<file path="src/rtl/pc_redirect_unit.sv">
// Fetch-side PC owner: applies each taken ID-stage branch exactly once,
// flushes IF/ID on redirect, traps misaligned targets and counts redirects.
module pc_redirect_unit #(
    parameter logic [63:0] RESET_PC = 64'h0,
    parameter logic [63:0] TRAP_VEC = 64'h100,
    parameter int          CNT_W    = 32
) (
    input  logic             clk,
    input  logic             reset,
    input  logic             stall,
    input  logic             fetch_ready,
    input  logic             take_branch,
    input  logic [63:0]      branch_target,
    output logic [63:0]      pc_out,
    output logic             pc_valid,
    output logic             flush_if_id,
    output logic             redirect_pending,
    output logic             misalign_err,
    output logic [CNT_W-1:0] branch_count
);

    typedef enum logic [1:0] {
        BOOT = 2'd0,
        RUN  = 2'd1,
        HOLD = 2'd2
    } state_t;

    state_t      state;
    logic [63:0] pending_target;
    logic        can_go;
    logic        fire;
    logic [63:0] fire_target;
    logic        fire_misaligned;
    logic [63:0] eff_target;

    assign can_go = pc_valid & fetch_ready & ~stall & ~reset;

    // A held branch fires from the latched target; take_branch is ignored in HOLD.
    always_comb begin
        fire        = 1'b0;
        fire_target = branch_target;
        unique case (state)
            RUN: begin
                fire        = take_branch & can_go;
                fire_target = branch_target;
            end
            HOLD: begin
                fire        = can_go;
                fire_target = pending_target;
            end
            default: begin
                fire        = 1'b0;
                fire_target = branch_target;
            end
        endcase
    end

    assign fire_misaligned = fire_target[1:0] != 2'b00;
    assign eff_target      = fire_misaligned ? TRAP_VEC : fire_target;
    assign flush_if_id     = fire;

    always_ff @(posedge clk) begin
        if (reset) begin
            state            <= BOOT;
            pc_out           <= RESET_PC;
            pending_target   <= 64'h0;
            pc_valid         <= 1'b0;
            redirect_pending <= 1'b0;
            misalign_err     <= 1'b0;
            branch_count     <= '0;
        end else begin
            misalign_err <= 1'b0;
            unique case (state)
                BOOT: begin
                    state    <= RUN;
                    pc_valid <= 1'b1;
                end
                RUN: begin
                    if (fire) begin
                        pc_out       <= eff_target;
                        misalign_err <= fire_misaligned;
                        if (branch_count != '1)
                            branch_count <= branch_count + 1'b1;
                    end else if (take_branch) begin
                        pending_target   <= branch_target;
                        redirect_pending <= 1'b1;
                        state            <= HOLD;
                    end else if (can_go) begin
                        pc_out <= pc_out + 64'd4;
                    end
                end
                HOLD: begin
                    if (fire) begin
                        pc_out           <= eff_target;
                        misalign_err     <= fire_misaligned;
                        redirect_pending <= 1'b0;
                        state            <= RUN;
                        if (branch_count != '1)
                            branch_count <= branch_count + 1'b1;
                    end
                end
                default: begin
                    state    <= BOOT;
                    pc_valid <= 1'b0;
                end
            endcase
        end
    end

endmodule
</file>
<file path="config.mk">
export PLATFORM = sky130hd
export DESIGN_NAME = pc_redirect_unit
export DESIGN_NICKNAME = d
export VERILOG_FILES = /design/src/rtl/pc_redirect_unit.sv
export SDC_FILE = /design/constraint.sdc
export NUM_CORES = 1
export LEC_CHECK = 0
export BUFFER_PORTS_ARGS = -buffer_cell sky130_fd_sc_hd__buf_2
export CORE_MARGIN = 2
export CORE_UTILIZATION = 56
export CTS_CLUSTER_DIAMETER = 40
export DETAILED_ROUTE_END_ITERATION = 7
export PLACE_DENSITY = 0.89
export SLEW_MARGIN = 5
export SYNTH_ARGS = -nofsm -noshare
export SYNTH_HDL_FRONTEND = slang
export SYNTH_SLANG_ARGS = --single-unit
export TNS_END_PERCENT = 10
</file>
<file path="constraint.sdc">
create_clock -name clk -period 3.5 [get_ports clk]
set_input_delay 0.525 -clock clk [delete_from_list [all_inputs] [get_ports clk]]
set_output_delay 0.525 -clock clk [all_outputs]
set_load 0.01 [all_outputs]
</file>
==> results of run 1 <==
## metrics by stage
step,instances,utilization (%),hold WS (ps),instance area [sq um]
after detailed placement,1436,63.7,447,9650
after global routing,1468,67.7,345,10300
after global placement,1436,63.7,437,9650
after floorplan,1132,-,432,8630
after CTS,1468,67.7,333,10300
final,1468,67.7,337,10300
## power by group through the flow
stage,clock network (mW),registers (mW),logic [mW]
2_1_floorplan,0,2.03,0.319
3_3_place_gp,0,2.03,0.495
3_5_place_dp,0,2.03,0.506
4_1_cts,1.96,1.99,0.511
5_1_grt,2.04,2.00,0.567
6_report,1.95,1.99,0.522
## sequential cells by signal (all words and copies together), names as in the netlist
name	cells
pc_out	64
misalign_err	1
state	2
redirect_pending	1
pending_target	64
pc_valid	1
branch_count	32
## worst max path at each step
stage / to / slack (ps) / depth (start not counted)
after floorplan: branch_count[6]$_SDFFE_PP0P_ / 990 / 12
after global placement: pc_out[36]$_SDFFE_PP0P_ / 650 / 8
after detailed placement: pc_out[36]$_SDFFE_PP0P_ / 600 / 8
after CTS: flush_if_id / 500 / 6
after global routing: flush_if_id / 370 / 6
final: flush_if_id / 480 / 6
## routing by layer
layer  GRT usage [%]  vias up  part of all wire [%]
met5               0        -                     0
met4            17.1        0                   4.6
met3            7.89      111                    11
met2            51.5      663                    45
met1            44.0     4390                    40
li1                -     4403                     -
## worst min-delay path: cells and delay by family
kind | cells | cell delay [ps]
and+or+nand+nor | 1 | 50
buffers and inverters | 1 | 100
AOI/OAI and AO/OA | 1 | 50
## synthesized netlist by cell type (5+ instances only)
library cell,number
and3_1,26
clkbuf_1,67
nor2_1,95
o21ai_0,58
nand3_1,52
a211oi_1,10
nand4_1,27
ha_1,5
buf_1,7
o311ai_0,6
a221oi_1,12
a21oi_1,127
o221ai_1,6
nand2_1,201
and2_1,6
inv_1,17
nor3_1,40
mux2i_1,31
o32ai_1,7
o211ai_1,11
nor4_1,10
a22oi_1,5
a31oi_1,17
a32o_1,7
xor2_1,9
or3_1,15
and4_1,15
dfxtp_1,165
xnor2_1,20
## placed cells by master, fill, tap and decap left out, drive strengths merged, types with 28 or more instances in the layout
master | Yosys | final
mux2i | 31 | 31
nor2 | 95 | 95
dfxtp | 165 | 165
o21ai | 59 | 59
nand4 | 28 | 28
nand2 | 201 | 201
a21oi | 127 | 127
buf | 10 | 193
nand3 | 53 | 53
nor3 | 41 | 41
## cells by family (layout without fill, tap and decap cells)
| group | after synthesis | in the layout | synth area share [%] |
|---|---|---|---|
| buffers and inverters | 94 | 242 | 4.23 |
| xor gates and xnor gates | 29 | 29 | 2.94 |
| muxes | 35 | 35 | 4.12 |
| adders and majority gates | 5 | 5 | 0.725 |
| and+or+nand+nor | 505 | 505 | 28.1 |
| DFF | 165 | 165 | 38.3 |
| AOI/OAI and AO/OA | 299 | 299 | 21.6 |
## layout make-up
| type | count | area, sq um |
|---|---|---|
| Clock inverter | 14 | 173 |
| Fill cell | 1228 | 4880 |
| Sequential cell | 165 | 3300 |
| Timing Repair Buffer | 193 | 1040 |
| Inverter | 17 | 63.8 |
| Tap cell | 188 | 235 |
| Multi-Input combinational cell | 873 | 5000 |
| Clock buffer | 18 | 439 |
==> flow_metrics.py, run 1 <==
metrics = {
    "synthesis": {
        "synth_nets": 1206,
        "yosysUniqueCellTypes": 69,
        "synth_ff_type": "dfxtp_1",
        "synth-edff-count": 0,
        "synth_top_area_cell": "dfxtp_1",
        "synth_area_sq_mm": 0.00863,
        "syn_inst": 1132,
        "avgSynthCellArea_sq_um": 7.62,
        "synthTopCellsByArea": "dfxtp_1 (38%), nand2_1 (8.7%), a21oi_1 (7.4%)",
        "ys_ff_latch": 165,
        "ys_warn_count": 0,
        "async_flop_share_pct": 0,
        "synth_top_area_share_pct": 38.3,
        "ys_seq_area_share_pct": 38.3,
    },
    "worst_setup_path": {
        "max_stage_delay_ps": 470,
        "worst_path_most_repeated_cell": "inv_1",
        "critical_path.max_fanout": 11,
        "required_ps": 2970,
        "worst-path-buf-inv": 4,
        "critPathCaptureType": "output pin",
        "cp_slowest_cell": "or3_1",
        "crit_family": "buffers and inverters",
        "rr_worst_depth": 9,
        "critical_path_class": "reg2out",
        "r2r-end": "pc_out[26]$_SDFFE_PP0P_",
        "start_kind": "flop",
        "r2r-start": "state[0]$_SDFFE_PP0P_",
        "r2r_slack_ps": 630,
        "critical_path.cell_chain": "inv_1 > ha_1 > inv_1 > or3_1 > inv_1 > buf_2",
        "cp-startpoint": "state[0]$_SDFFE_PP0P_",
        "cp.arrival_ps": 2500,
    },
    "min_path": {
        "hp-class": "in2reg",
        "holdPathEnd": "pending_target[21]$_SDFFE_PP0P_",
        "min_from": "branch_target[21]",
        "hold_path_depth": 3,
    },
    "clock_network": {
        "cts_sinks": 165,
        "ctsResizeCount": 0,
        "clock_latency_ps": 430,
        "ctsHoldBuffers": 0,
        "post-cts-setup-buffers": 0,
        "root_buffer": "clkbuf_16",
        "htreeDepth": 4,
        "ctsLongestPathBuffers": 2,
        "cts_buffers": 17,
        "cts_tree": "built",
        "clk_pin_slew_ps": 70,
    },
    "global_route": {
        "grt_pass1_wl_microns": 44000,
        "antenna_found_initial": 0,
        "track_usage_pct": 33.5,
        "overflow": 0,
        "grt_max_degree": 87,
        "grt_pass1_vias": 8753,
    },
    "power_and_ir_drop": {
        "power.density_mw_per_mm2": 435,
        "ir_worst_vdd_mv": 0.371,
        "p_clk_share_pct": 43.7,
        "finalPower_mw": 4.47,
        "swShare_pct": 26.9,
        "leakage_nw": 3.88,
        "pwr-share-comb_pct": 11.7,
        "seq_power_share_pct": 44.6,
        "switchingPower_mw": 1.20,
        "internal_power_mw": 3.27,
    },
    "sta": {
        "setup_viol": 0,
        "fmax_mhz": 331,
        "fin_skew_ps": 7.57,
        "min_period_ps": 3020,
        "worst_pin_slew_ps": 974,
        "setup_ws_ps": 476,
        "slew_violations": 0,
        "finalCritPeriodShare_pct": 86.4,
        "rsz0062_at_grt": "false",
        "relSlewSlack_pct": 34.8,
        "fin_setup_tns_ps": 0,
        "final-hold-violation-count": 0,
    },
    "floorplan": {
        "rows": 45,
        "initial_core_util_pct": 57.0,
        "coreArea_sq_mm": 0.0151,
        "dieArea_sq_mm": 0.0164,
        "fp.dieH_microns": 128,
        "die_w_microns": 128,
        "ios": 169,
    },
    "job": {
        "cap_violations": 0,
    },
    "detailed_routing": {
        "wl_microns": 27800,
        "drtPass1Iterations": 5,
        "drc_errors": 0,
        "dr_total_vias": 9567,
        "via_per_inst": 6.52,
        "wl_per_cell_microns": 18.9,
        "ant_nets": 0,
        "first_iter_violations": 1347,
    },
    "layout": {
        "diodes": 0,
        "fin_nets": 1341,
        "area.growth.synth_to_final_pct": 18.9,
        "drive_above_1_share_pct": 19.4,
    },
    "place": {
        "port_buffers": 168,
        "dp_hpwl_microns": 18700,
        "place_ws_ps": 597,
        "globalplace.congestion": 0.962,
    },
    "run_status": {
        "status": "completed",
    },
}
No activity file was read; power rests on OpenSTA's default activity.
==> run 2: changes to the inputs <==
- RECOVER_POWER: default -> 25
==> flow_metrics.py, run 2 (synthesized netlist as in run 1, its figures left out) <==
metrics = {
    "worst_setup_path": {
        "critical_path.max_fanout": 11,
        "critPathCaptureType": "output pin",
        "critical_path.cell_chain": "inv_1 > ha_1 > inv_1 > or3_1 > inv_1 > buf_2",
        "r2r_slack_ps": 610,
        "max_stage_delay_ps": 470,
        "required_ps": 2970,
        "critical_path_class": "reg2out",
        "cp_slowest_cell": "or3_1",
        "worst_path_most_repeated_cell": "inv_1",
        "start_kind": "flop",
        "cp.arrival_ps": 2510,
    },
    "clock_network": {
        "root_buffer": "clkbuf_16",
        "cts_sinks": 165,
        "clock_latency_ps": 430,
        "ctsResizeCount": 0,
        "cts_buffers": 17,
        "htreeDepth": 4,
        "clk_pin_slew_ps": 70,
        "post-cts-setup-buffers": 0,
        "ctsLongestPathBuffers": 2,
        "ctsHoldBuffers": 0,
        "cts_tree": "built",
    },
    "sta": {
        "setup_viol": 0,
        "fin_skew_ps": 7.29,
        "worst_pin_slew_ps": 1810,
        "min_period_ps": 3030,
        "fin_setup_tns_ps": 0,
        "relSlewSlack_pct": -20.8,
        "rsz0062_at_grt": "false",
        "finalCritPeriodShare_pct": 86.6,
        "slew_violations": 87,
        "fmax_mhz": 330,
        "final-hold-violation-count": 0,
    },
    "global_route": {
        "grt_max_degree": 87,
        "use_met2_pct": 51.5,
        "grt_pass1_wl_microns": 44000,
        "globalRouteMet1Util_pct": 44.0,
        "grt_pass1_vias": 8753,
        "overflow": 0,
        "grt_use_met3_pct": 7.89,
        "antenna_found_initial": 0,
        "track_usage_pct": 33.5,
        "grt-busiest-layer": "met2",
    },
    "detailed_routing": {
        "first_iter_violations": 1297,
        "drc_errors": 0,
        "wl_microns": 27800,
        "wl_per_cell_microns": 18.9,
        "via_per_inst": 6.49,
        "dr_total_vias": 9528,
        "ant_nets": 0,
        "drtPass1Iterations": 6,
    },
    "layout": {
        "final_cell_mix": "nand2_1 (201), dfxtp_1 (165), a21oi_1 (126), buf_2 (102), nor2_1 (95)",
        "area.growth.synth_to_final_pct": 17.9,
        "diodes": 0,
        "reg.largest.list": "pc_out: 64 flops, pending_target: 64 flops, branch_count: 32 flops",
        "fin_nets": 1341,
        "drive_above_1_share_pct": 14.3,
        "final_common_cell": "nand2_1",
        "nFillCells": 1265,
        "final_core_util_pct": 67.2,
    },
    "place": {
        "globalplace.congestion": 0.962,
        "dp_hpwl_microns": 18700,
        "port_buffers": 168,
    },
    "power_and_ir_drop": {
        "power.density_mw_per_mm2": 439,
        "leakage_nw": 3.59,
        "finalPower_mw": 4.47,
        "ir_worst_vdd_mv": 0.372,
    },
    "run_status": {
        "violations": "capacitance limit, slew limit",
        "status": "finished, violations left",
    },
    "floorplan": {
        "rows": 45,
        "die_w_microns": 128,
        "initial_core_util_pct": 57.0,
        "coreArea_sq_mm": 0.0151,
        "dieArea_sq_mm": 0.0164,
        "ios": 169,
        "fp.dieH_microns": 128,
    },
    "min_path": {
        "hp-class": "in2reg",
    },
    "job": {
        "cap_violations": 1,
    },
}
-- run 2: cell types whose count changed in the layout (fill, tap and decap cells not counted) --
cell | previous run | this run
clkbuf_1 | 0 | 65
buf_4 | 25 | 24
buf_2 | 167 | 102
clkbuf_2 | 0 | 1
-- run 2: layout make-up --
type,count,area (sq um),area share [%]
Clock buffer,18,439,4.32
Clock inverter,14,173,1.70
Inverter,17,63.8,0.627
Multi-Input combinational cell,873,5000,49.2
Sequential cell,165,3300,32.5
Tap cell,188,235,2.31
Timing Repair Buffer,193,960,9.43
-- run 2: report_power, final --
| group | internal [mW] | switching [mW] |
|---|---|---|
| clock | 1.15 | 0.804 |
| combinational | 0.168 | 0.352 |
| sequential | 1.95 | 0.0440 |
| total | 3.27 | 1.20 |
-- run 2: final timing paths --
check / start / endpoint / depth (start not counted)
hold reg to reg: pending_target[34]$_SDFFE_PP0P_ / pending_target[34]$_SDFFE_PP0P_ / 2
setup reg to reg: state[0]$_SDFFE_PP0P_ / pc_out[26]$_SDFFE_PP0P_ / 9
hold / removal: branch_target[21] / pending_target[21]$_SDFFE_PP0P_ / 3
setup / recovery: state[0]$_SDFFE_PP0P_ / flush_if_id / 6
-- run 2: metal layers --
| layer | share of wire, % | vias to the layer above |
|---|---|---|
| li1 | - | 4389 |
| met1 | 40 | 4354 |
| met2 | 44 | 673 |
| met3 | 11 | 112 |
| met4 | 4.5 | 0 |
| met5 | 0 | - |
-- run 2: critical path, delay by kind of cell (launching register included) --
family / cells / cell delay (ps)
AND/OR/NAND/NOR: 1 / 470
adder cells (fa/ha/maj): 1 / 460
flip-flops: 1 / 360
buffers and inverters: 4 / 780
-- run 2: per-stage QoR --
stage,cells,cell area [sq um],setup WS [ps],hold WS (ps)
after floorplan,1132,8630,992,432
final,1468,10200,469,338
after global routing,1468,10200,370,345
after global placement,1436,9650,652,437
after CTS,1468,10300,500,333
after detailed placement,1436,9650,597,447
